**config.mk**
```make
export PLATFORM = sky130hd
export DESIGN_NAME = write_back_stage
export DESIGN_NICKNAME = d
export VERILOG_FILES = /design/src/rtl/write_back_stage_pkg.sv /design/src/rtl/wb_channel_decoder.sv /design/src/rtl/write_back_stage.sv
export SDC_FILE = /design/constraint.sdc
export NUM_CORES = 1
export LEC_CHECK = 0
export ABC_CLOCK_PERIOD_IN_PS = 3900
export BUFFER_PORTS_ARGS = -buffer_cell sky130_fd_sc_hd__buf_4
export CORE_ASPECT_RATIO = 0.9
export CORE_MARGIN = 3
export CORE_UTILIZATION = 40
export DETAILED_ROUTE_END_ITERATION = 16
export PLACE_DENSITY = 0.7
export SLEW_MARGIN = 30
export SYNTH_ARGS = -nofsm -noshare
export SYNTH_HDL_FRONTEND = slang
export SYNTH_SLANG_ARGS = --single-unit
```
**constraint.sdc**
```tcl
create_clock -name clk -period 3.9 [get_ports clk]
set_input_delay 0.39 -clock clk [delete_from_list [all_inputs] [get_ports clk]]
set_output_delay 0.39 -clock clk [all_outputs]
set_load 0.1 [all_outputs]
```
**src/rtl/write_back_stage_pkg.sv**
```systemverilog
// Shared definitions for the write-back stage and the operand bypass:
// channel codes, secondary-destination codes and write-enable bit positions.
package write_back_stage_pkg;

   localparam logic [3:0] CH_NONE = 4'd0;
   localparam logic [3:0] CH_R1   = 4'd1;
   localparam logic [3:0] CH_R2   = 4'd2;
   localparam logic [3:0] CH_R3   = 4'd3;
   localparam logic [3:0] CH_R4   = 4'd4;
   localparam logic [3:0] CH_R5   = 4'd5;
   localparam logic [3:0] CH_R6   = 4'd6;
   localparam logic [3:0] CH_R7   = 4'd7;
   localparam logic [3:0] CH_DS   = 4'd8;
   localparam logic [3:0] CH_FLAG = 4'd9;
   localparam logic [3:0] CH_PC   = 4'd10;
   localparam logic [3:0] CH_TPC  = 4'd11;
   localparam logic [3:0] CH_IPC  = 4'd12;
   localparam logic [3:0] CH_SP   = 4'd13;
   localparam logic [3:0] CH_TLB  = 4'd14;
   localparam logic [3:0] CH_SYS  = 4'd15;

   localparam logic [1:0] Y2_NONE = 2'd0;
   localparam logic [1:0] Y2_FLAG = 2'd1;
   localparam logic [1:0] Y2_SP   = 2'd2;

   localparam int SYSINFO_TLB_LOCK = 2;

   // Bit positions in the write-enable / change vectors.
   localparam int WB_N    = 13;
   localparam int WB_R1   = 0;
   localparam int WB_R2   = 1;
   localparam int WB_R3   = 2;
   localparam int WB_R4   = 3;
   localparam int WB_R5   = 4;
   localparam int WB_R6   = 5;
   localparam int WB_R7   = 6;
   localparam int WB_DS   = 7;
   localparam int WB_FLAG = 8;
   localparam int WB_TPC  = 9;
   localparam int WB_IPC  = 10;
   localparam int WB_SP   = 11;
   localparam int WB_TLB  = 12;

   typedef enum logic [1:0] {
      ST_IDLE,
      ST_WAIT_MEM,
      ST_COMMIT
   } wb_state_e;

endpackage

```
**src/rtl/wb_channel_decoder.sv**
```systemverilog
// Maps primary/secondary destination codes to per-register write enables.
// Purely combinational so the operand bypass can share it.
module wb_channel_decoder
   import write_back_stage_pkg::*;
#(
   parameter int CW = 4
) (
   input  logic [CW-1:0]   y1_channel_i,
   input  logic [1:0]      y2_channel_i,
   input  logic            tlb_lock_i,
   output logic [WB_N-1:0] y1_we_o,
   output logic [WB_N-1:0] y2_we_o
);

   always_comb begin
      y1_we_o = '0;
      case (y1_channel_i)
         CH_R1:   y1_we_o[WB_R1]   = 1'b1;
         CH_R2:   y1_we_o[WB_R2]   = 1'b1;
         CH_R3:   y1_we_o[WB_R3]   = 1'b1;
         CH_R4:   y1_we_o[WB_R4]   = 1'b1;
         CH_R5:   y1_we_o[WB_R5]   = 1'b1;
         CH_R6:   y1_we_o[WB_R6]   = 1'b1;
         CH_R7:   y1_we_o[WB_R7]   = 1'b1;
         CH_DS:   y1_we_o[WB_DS]   = 1'b1;
         CH_FLAG: y1_we_o[WB_FLAG] = 1'b1;
         CH_TPC:  y1_we_o[WB_TPC]  = 1'b1;
         CH_IPC:  y1_we_o[WB_IPC]  = 1'b1;
         CH_SP:   y1_we_o[WB_SP]   = 1'b1;
         CH_TLB:  y1_we_o[WB_TLB]  = !tlb_lock_i;
         default: y1_we_o = '0;  // none, pc and sys never write here
      endcase
   end

   always_comb begin
      y2_we_o = '0;
      case (y2_channel_i)
         Y2_FLAG: y2_we_o[WB_FLAG] = 1'b1;
         Y2_SP:   y2_we_o[WB_SP]   = 1'b1;
         default: y2_we_o = '0;
      endcase
   end

endmodule

```
**src/rtl/write_back_stage.sv**
```systemverilog
// Write-back stage: captures one execute result, optionally waits for load
// data, then presents per-register data and one-cycle change flags.
module write_back_stage
   import write_back_stage_pkg::*;
#(
   parameter int DW = 32,
   parameter int CW = 4
) (
   input  logic          clk,
   input  logic          rst,
   input  logic          in_valid,
   output logic          in_ready,
   input  logic [CW-1:0] y1_channel,
   input  logic [DW-1:0] y1_data,
   input  logic [1:0]    y2_channel,
   input  logic [DW-1:0] y2_data,
   input  logic          mem_load,
   input  logic [31:0]   sys_info,
   input  logic          mem_rsp_valid,
   input  logic [DW-1:0] mem_rsp_data,
   input  logic          flush,
   output logic          load_wait,
   output logic [DW-1:0] back_r1, back_r2, back_r3, back_r4, back_r5, back_r6, back_r7,
   output logic [DW-1:0] back_ds, back_flag, back_tpc, back_ipc, back_sp, back_tlb,
   output logic          back_r1_c, back_r2_c, back_r3_c, back_r4_c, back_r5_c, back_r6_c,
   output logic          back_r7_c, back_ds_c, back_flag_c, back_tpc_c, back_ipc_c,
   output logic          back_sp_c, back_tlb_c
);

   wb_state_e       state_q, state_d;
   logic [CW-1:0]   y1ch_q, y1ch_d;
   logic [1:0]      y2ch_q, y2ch_d;
   logic [DW-1:0]   y2d_q, y2d_d;
   logic            lock_q, lock_d;
   logic [DW-1:0]   back_q [WB_N];
   logic [WB_N-1:0] chg_q, chg_d;

   logic            in_wait, accept, mem_done, commit;
   logic [CW-1:0]   sel_y1ch;
   logic [1:0]      sel_y2ch;
   logic [DW-1:0]   sel_y1d, sel_y2d;
   logic            sel_lock;
   logic [WB_N-1:0] we_y1, we_y2;
   logic            unused_sysinfo;

   assign unused_sysinfo = ^{sys_info[31:SYSINFO_TLB_LOCK+1], sys_info[SYSINFO_TLB_LOCK-1:0]};

   assign in_wait   = (state_q == ST_WAIT_MEM);
   assign in_ready  = !in_wait;
   assign load_wait = in_wait;
   assign accept    = in_valid && in_ready && !flush;
   assign mem_done  = in_wait && mem_rsp_valid && !flush;
   assign commit    = mem_done || (accept && !mem_load);

   // While waiting, the held destination meets the memory data; otherwise
   // the live execute result commits straight through.
   assign sel_y1ch = in_wait ? y1ch_q       : y1_channel;
   assign sel_y2ch = in_wait ? y2ch_q       : y2_channel;
   assign sel_y1d  = in_wait ? mem_rsp_data : y1_data;
   assign sel_y2d  = in_wait ? y2d_q        : y2_data;
   assign sel_lock = in_wait ? lock_q       : sys_info[SYSINFO_TLB_LOCK];

   wb_channel_decoder #(.CW(CW)) u_dec (
      .y1_channel_i (sel_y1ch),
      .y2_channel_i (sel_y2ch),
      .tlb_lock_i   (sel_lock),
      .y1_we_o      (we_y1),
      .y2_we_o      (we_y2)
   );

   assign chg_d = commit ? (we_y1 | we_y2) : '0;

   always_comb begin
      state_d = state_q;
      y1ch_d  = y1ch_q;
      y2ch_d  = y2ch_q;
      y2d_d   = y2d_q;
      lock_d  = lock_q;
      if (accept) begin
         y1ch_d = y1_channel;
         y2ch_d = y2_channel;
         y2d_d  = y2_data;
         lock_d = sys_info[SYSINFO_TLB_LOCK];
      end
      if (flush) begin
         state_d = ST_IDLE;
      end else begin
         case (state_q)
            ST_IDLE, ST_COMMIT: begin
               if (accept) state_d = mem_load ? ST_WAIT_MEM : ST_COMMIT;
               else        state_d = ST_IDLE;
            end
            ST_WAIT_MEM: if (mem_rsp_valid) state_d = ST_COMMIT;
            default:     state_d = ST_IDLE;
         endcase
      end
   end

   // Control and architectural outputs
   always_ff @(posedge clk) begin
      if (rst) begin
         state_q <= ST_IDLE;
         chg_q   <= '0;
         for (int i = 0; i < WB_N; i++) back_q[i] <= '0;
      end else begin
         state_q <= state_d;
         chg_q   <= chg_d;
         for (int i = 0; i < WB_N; i++) begin
            // Secondary result wins when both target the same register.
            if (chg_d[i]) back_q[i] <= we_y2[i] ? sel_y2d : sel_y1d;
         end
      end
   end

   // Held transaction fields
   always_ff @(posedge clk) begin
      y1ch_q <= y1ch_d;
      y2ch_q <= y2ch_d;
      y2d_q  <= y2d_d;
      lock_q <= lock_d;
   end

   assign back_r1   = back_q[WB_R1];
   assign back_r2   = back_q[WB_R2];
   assign back_r3   = back_q[WB_R3];
   assign back_r4   = back_q[WB_R4];
   assign back_r5   = back_q[WB_R5];
   assign back_r6   = back_q[WB_R6];
   assign back_r7   = back_q[WB_R7];
   assign back_ds   = back_q[WB_DS];
   assign back_flag = back_q[WB_FLAG];
   assign back_tpc  = back_q[WB_TPC];
   assign back_ipc  = back_q[WB_IPC];
   assign back_sp   = back_q[WB_SP];
   assign back_tlb  = back_q[WB_TLB];

   assign back_r1_c   = chg_q[WB_R1];
   assign back_r2_c   = chg_q[WB_R2];
   assign back_r3_c   = chg_q[WB_R3];
   assign back_r4_c   = chg_q[WB_R4];
   assign back_r5_c   = chg_q[WB_R5];
   assign back_r6_c   = chg_q[WB_R6];
   assign back_r7_c   = chg_q[WB_R7];
   assign back_ds_c   = chg_q[WB_DS];
   assign back_flag_c = chg_q[WB_FLAG];
   assign back_tpc_c  = chg_q[WB_TPC];
   assign back_ipc_c  = chg_q[WB_IPC];
   assign back_sp_c   = chg_q[WB_SP];
   assign back_tlb_c  = chg_q[WB_TLB];

endmodule

```
==> impl_metrics.ini, run 1 <==
[routing]
number_of_design_rule_violations_left_after_detail_routing = 0
route.antenna.remaining_nets = 0
iteration_0_drc_markers = 1093
drt_pre_antenna_iters = 5
routed_via_density = 5.21
via_count = 12600
avgRoutedWirePerCell_um = 24.2
route.final.wire_length_um = 58700

[floorplanning]
initial_cell_density_of_the_core = 0.410
die_y_um = 209
dieArea_sq_um = 48400
placementRows = 73
ios = 571
chip_width_um = 232
design.core.area_sq_um = 44700

[setup_path]
crit_path_cell_trace = nand2b_1, inv_4, buf_4, mux2i_2, mux2_2, nor3_2
cp.depth = 6
reg2regPathDepth = 6
worst_path_dominant_cell_family = multiplexers
start_kind = flop
worst_path_max_delay_cell = sky130_fd_sc_hd__mux2i_2
critPathArrivalTime_ns = 3.47
critical_path.endpoint_type = flop
worst-endpoint-required_ns = 4.20
critPathBufInv = 2
worst-path-max-fanout = 26
path_class = flop to flop
timing.critical_path.slowest_cell_delay_ns = 0.84

[global_route]
antenna_found_initial = 2
wire_length_of_the_first_global_routing_pass_um = 83100
remaining_global_route_overflow = 0
grt_pass1_vias = 12300
grt_usage = 0.233
grt_start_max_net_pins = 71

[clock_network]
cts.root.buffer_cell = sky130_fd_sc_hd__clkbuf_16
cts_buffers = 47
cts_buffer_depth = 3
cts_max_level = 2
cts.clk_slew.worst_paths_ns = 0.06
clock_sinks = 470
cts_post_setup_buffers_inserted = 0
cts_tree = built
clock_latency_ns = 0.59

[logic_synthesis]
synth_cell_types = 42
synth-edff-count = 455
yosysWarnings = 0
syn_nets = 1321
share_of_synthesized_flip_flops_with_an_asynchronous_set_or_reset = 0
dominantRegCellSynth = sky130_fd_sc_hd__edfxtp_1
average_size_of_a_mapped_cell_sq_um = 15.5
synth_area_sq_um = 18300
postSynthCellCount = 1181
synth-seq-cells = 470
fraction_of_the_yosys_area_taken_by_sequential_cells = 0.763

[timing]
fmax_ghz = 0.315
worst_hold_slack_ns = 0.0364
unrepaired_setup_endpoints_after_global_routing = no
finalMaxSlewViolations = 0
setup_tns_ns = 0
minimum_clock_period_after_layout_ns = 3.18
worst-slew-pin-transition_ns = 0.965
clk_skew_ns = 0.0185
post-route-period-util = 0.815
final_hold_viol_count = 0
max_slew_margin_vs_limit = 0.344
report.final.setup_viol = 0

[cells_and_area]
diodes = 0
layout.cells.most_common = sky130_fd_sc_hd__buf_4
layout_common_cells = sky130_fd_sc_hd__buf_4 (596), sky130_fd_sc_hd__edfxtp_1 (455), sky130_fd_sc_hd__nor2_1 (174)
final_layout_size_suffix_gt1_frac = 0.443
post_layout_nets = 1929
flow.area_growth_from_synthesis_pct = 37.3
final_core_utilization = 0.563

[placed_design]
port_buffers = 539
routabilityCongestion = 0.825
place_hpwl_um = 41000

[power]
post-layout-total-power_uw = 12600
static_power_due_to_leakage_uw = 0.00990
ir_worst_vdd_uv = 350
power.density_nw_per_um2 = 503

[hold_path]
hold-path-cell-count = 1
min_path_type = primary input to flop

[run_status]
status = completed

[job]
cap_violations = 0
-- cells in the mapped netlist, drive strengths merged, types with 2 or more instances --
| cell type | number | area (sq um) |
|---|---|---|
| nand2 | 10 | 37.5 |
| nand2b | 13 | 81.3 |
| a31o | 3 | 26.3 |
| buf | 40 | 272 |
| edfxtp | 455 | 13700 |
| o21bai | 3 | 22.5 |
| clkbuf | 37 | 139 |
| nand4 | 4 | 37.5 |
| a21oi | 3 | 18.8 |
| a21o | 3 | 22.5 |
| nor2b | 2 | 12.5 |
| nand3 | 2 | 10.0 |
| or2 | 32 | 200 |
| nor2 | 175 | 657 |
| inv | 33 | 124 |
| dfxtp | 15 | 300 |
| mux2i | 67 | 671 |
| o21a | 3 | 22.5 |
| mux2 | 62 | 698 |
| or4bb | 6 | 67.6 |
| o21ai | 7 | 42.5 |
| nor3 | 195 | 1090 |
-- through the flow --
step | std cells | worst slack (ns) | instance area [sq um]
final | 2426 | 0.723 | 25100
after detailed placement | 2302 | 0.680 | 23300
after global placement | 2302 | 0.760 | 23300
after CTS | 2426 | 0.670 | 25100
after global routing | 2426 | 0.501 | 25100
after floorplan | 1181 | 0.131 | 18300
-- report_power, final --
group	internal [uW]	leakage (uW)	switching, uW
Sequential	5760	0.00480	79.0
Clock	2400	0.000707	1920
Combinational	491	0.00440	1980
Total	8660	0.00990	3980
-- cell type report --
type	instances	area (sq um)
fill	3511	19500
sequential	470	14000
timing repair buffer	636	4890
multi-input combinational	600	3940
clock buffer	59	1240
tap	600	751
clock inverter	27	218
inverter	34	130
-- registers in the layout, indices dropped and copies added (netlist names) --
signal	flops
back_q	416
y2d_q	32
chg_q	13
y1ch_q	4
state_q	2
y2ch_q	2
lock_q	1
-- layer usage --
layer | GRT usage | wire length, um | up-vias
li1 | - | - | 5592
met1 | 0.309 | 23100 | 6253
met2 | 0.379 | 27700 | 701
met3 | 0.0676 | 6480 | 95
met4 | 0.0635 | 1390 | 2
met5 | 0 | 13 | -
-- cells by family (layout without fill, tap and decap cells) --
| group | Yosys count | after routing | synth area share |
|---|---|---|---|
| flip-flops | 470 | 470 | 0.763 |
| AND/OR/NAND/NOR | 445 | 445 | 0.122 |
| multiplexers | 129 | 129 | 0.0748 |
| buffers and inverters | 111 | 756 | 0.0294 |
| AO/OA/AOI/OAI | 26 | 26 | 0.0109 |
-- what timing repair did --
action                    in CTS  in global routing
gates resized for setup        0                  0
hold endpoints to repair      38                  0
hold buffers                  38                  0
-- worst paths after layout --
| kind | slack (ns) | startpoint | end |
|---|---|---|---|
| hold / removal | 0.04 | y1_channel[2] | y1ch_q[2]$_DFFE_PN_ |
| setup / recovery | 0.72 | state_q[0]$_SDFFE_PP0P_ | back_q[1][12]$_SDFFCE_PN0P_ |
| setup reg to reg | 0.72 | state_q[0]$_SDFFE_PP0P_ | back_q[1][12]$_SDFFCE_PN0P_ |
| hold reg to reg | 0.66 | lock_q$_DFFE_PN_ | chg_q[12]$_SDFF_PP0_ |
Power figures use the tool's default switching activity.
==> inputs of run 2 (changes only) <==
--- a/config.mk
+++ b/config.mk
@@ -5,13 +5,13 @@
 export SDC_FILE = /design/constraint.sdc
 export NUM_CORES = 1
 export LEC_CHECK = 0
-export ABC_CLOCK_PERIOD_IN_PS = 3900
+export ABC_CLOCK_PERIOD_IN_PS = 2800
 export BUFFER_PORTS_ARGS = -buffer_cell sky130_fd_sc_hd__buf_4
 export CORE_ASPECT_RATIO = 0.9
 export CORE_MARGIN = 3
 export CORE_UTILIZATION = 40
 export DETAILED_ROUTE_END_ITERATION = 16
-export PLACE_DENSITY = 0.7
+export PLACE_DENSITY = 0.72
 export SLEW_MARGIN = 30
 export SYNTH_ARGS = -nofsm -noshare
 export SYNTH_HDL_FRONTEND = slang
==> constraint.sdc (replaced) <==
create_clock -name clk -period 2.8 [get_ports clk]
set_input_delay 0.28 -clock clk [delete_from_list [all_inputs] [get_ports clk]]
set_output_delay 0.28 -clock clk [all_outputs]
set_load 0.1 [all_outputs]
==> run 2 against run 1 <==
Final area is 2.1% higher. Largest cell class unchanged. Critical path depth shrank 1. Count of clock-buffer cells in the layout up 3. Sequential cell count stayed put. Power up 45%. Global-route usage about the same. Combinational power up 42%. Largest power group unchanged. First-iteration DRC count grew 11%. Critical path type is now flop to output pin. Cell count grew 0.82%.
==> impl_metrics.ini, run 2 (synthesis gave the netlist of run 1 again) <==
[run_status]
status = completed

[floorplanning]
die_y_um = 209
chip_width_um = 232
ios = 571
design.core.area_sq_um = 44700
dieArea_sq_um = 48400
placementRows = 73
initial_cell_density_of_the_core = 0.410

[setup_path]
worst_path_max_delay_cell = sky130_fd_sc_hd__dfxtp_1
worst-path-max-fanout = 26
reg2regPathDepth = 8
reg2reg_setup_slack_ns = 0.32
crit_path_cell_trace = nand2b_1, inv_4, buf_12, buf_4, buf_4
worst_r2r_startpoint = state_q[0]$_SDFFE_PP0P_
r2r_end = back_q[0][10]$_SDFFCE_PN0P_
endpoint = load_wait
worst-endpoint-required_ns = 2.52
critPathArrivalTime_ns = 2.35
path_class = flop to output pin
critical_path.endpoint_type = output pin
timing.critical_path.slowest_cell_delay_ns = 0.52
critical_path.startpoint = state_q[0]$_SDFFE_PP0P_
start_kind = flop
path_common_cell = sky130_fd_sc_hd__buf_4

[hold_path]
hold-path-cell-count = 3
min_path_type = primary input to flop

[global_route]
grt_usage = 0.233
remaining_global_route_overflow = 0
grt_start_max_net_pins = 67
wire_length_of_the_first_global_routing_pass_um = 83100
grt_pass1_vias = 12500
antenna_found_initial = 0

[routing]
number_of_design_rule_violations_left_after_detail_routing = 0
via_count = 12800
route.final.wire_length_um = 58600
routed_via_density = 5.25
drt_pre_antenna_iters = 5
iteration_0_drc_markers = 1210
avgRoutedWirePerCell_um = 24.0
route.antenna.remaining_nets = 0

[cells_and_area]
largest_reg_flops = 416
final_layout_size_suffix_gt1_frac = 0.450
layout.cells.most_common = sky130_fd_sc_hd__buf_4
layout_common_cells = sky130_fd_sc_hd__buf_4 (590), sky130_fd_sc_hd__edfxtp_1 (455), sky130_fd_sc_hd__nor2_1 (174)
post-route-cell-area_sq_um = 25700
max_flop_register = back_q
biggestRegsByFlops = back_q (416), y2d_q (32), chg_q (13)
post_layout_nets = 1947
flow.area_growth_from_synthesis_pct = 40.2

[clock_network]
clock_latency_ns = 0.58
cts_tree = built
clock_sinks = 470
cts-hold-fix-buffers = 43
cts.root.buffer_cell = sky130_fd_sc_hd__clkbuf_16
cts_buffers = 48
cts_max_level = 2
cts_buffer_depth = 3
cts_post_setup_buffers_inserted = 0
cts.clk_slew.worst_paths_ns = 0.06
cts_resized = 0

[placed_design]
dpl_cell_area_sq_um = 23600
port_buffers = 539
place_hpwl_um = 40900
place_ws_ns = 0.375
routabilityCongestion = 0.855

[power]
internal_power_uw = 12700
power_switching_uw = 5580
power.density_nw_per_um2 = 713
power.switching_fraction = 0.305
p_comb_frac = 0.191
static_power_due_to_leakage_uw = 0.0102
power_frac_clock = 0.365
ir_worst_vdd_uv = 441
seqPwrFrac = 0.444

[timing]
setup_tns_ns = 0
unrepaired_setup_endpoints_after_global_routing = no
clk_skew_ns = 0.0125
post-route-period-util = 0.940
finalMaxSlewViolations = 0
minimum_clock_period_after_layout_ns = 2.63
max_slew_margin_vs_limit = 0.427
final_hold_viol_count = 0
worst-slew-pin-transition_ns = 0.860
fmax_ghz = 0.380
report.final.setup_viol = 0
timing.final.ws_setup_ns = 0.167

[job]
cap_violations = 0
## run 2: changes by cell type in the layout (fill, tap and decap cells not counted), moves of 3 or more
cell	before	now
sky130_fd_sc_hd__buf_12	2	20
sky130_fd_sc_hd__bufinv_16	2	7
sky130_fd_sc_hd__clkbuf_8	0	4
sky130_fd_sc_hd__clkinv_1	14	11
sky130_fd_sc_hd__buf_4	596	590
sky130_fd_sc_hd__dlygate4sd3_1	38	43
## run 2: final cells by class
class	count	area (sq um)
fillers	3482	19000
flip-flops and latches	470	14000
clock buffers	62	1320
repair buffers	653	5260
clock inverters	26	330
inverters	34	130
well taps	600	751
diodes	1	2.50
multi-input cells	600	3930
## run 2: worst min-delay path by stage
stage	startpoint	end	slack [ns]
after CTS	in_valid	y1ch_q[3]$_DFFE_PN_	0.20
after detailed placement	y2_data[5]	y2d_q[5]$_DFFE_PN_	0.47
final	in_valid	y1ch_q[1]$_DFFE_PN_	0.25
after global placement	y2_data[25]	y2d_q[25]$_DFFE_PN_	0.47
after floorplan	flush	state_q[1]$_SDFFE_PP0P_	0.36
after global routing	in_valid	y1ch_q[3]$_DFFE_PN_	0.24
## run 2: power groups by stage
stage          clock [uW]  combinational [uW]  sequential (uW)
2_1_floorplan           0                 498            10200
3_3_place_gp            0                3430             8280
3_5_place_dp            0                3450             8280
4_1_cts              6760                3510             8140
5_1_grt              7000                3590             8160
6_report             6680                3500             8140
## run 2: through the flow
stage	hold WS (ns)	total power, uW	utilization	std cells
final	0.251	18300	0.575	2446
after global routing	0.239	18700	0.575	2445
after CTS	0.203	18400	0.575	2445
after detailed placement	0.470	11700	0.528	2314
after global placement	0.470	11700	0.528	2314
after floorplan	0.357	10700	-	1181
## run 2: per-layer routing
metal	routed length [um]	track usage
met5	0	0
met4	1480	0.0731
met1	22100	0.302
met2	28100	0.381
met3	6900	0.0684
## run 2: critical path: cells and delay by family, from the launching register on
family,cells,cell delay [ns]
flops,1,0.52
simple gates,1,0.17
buf+inv,4,1.07
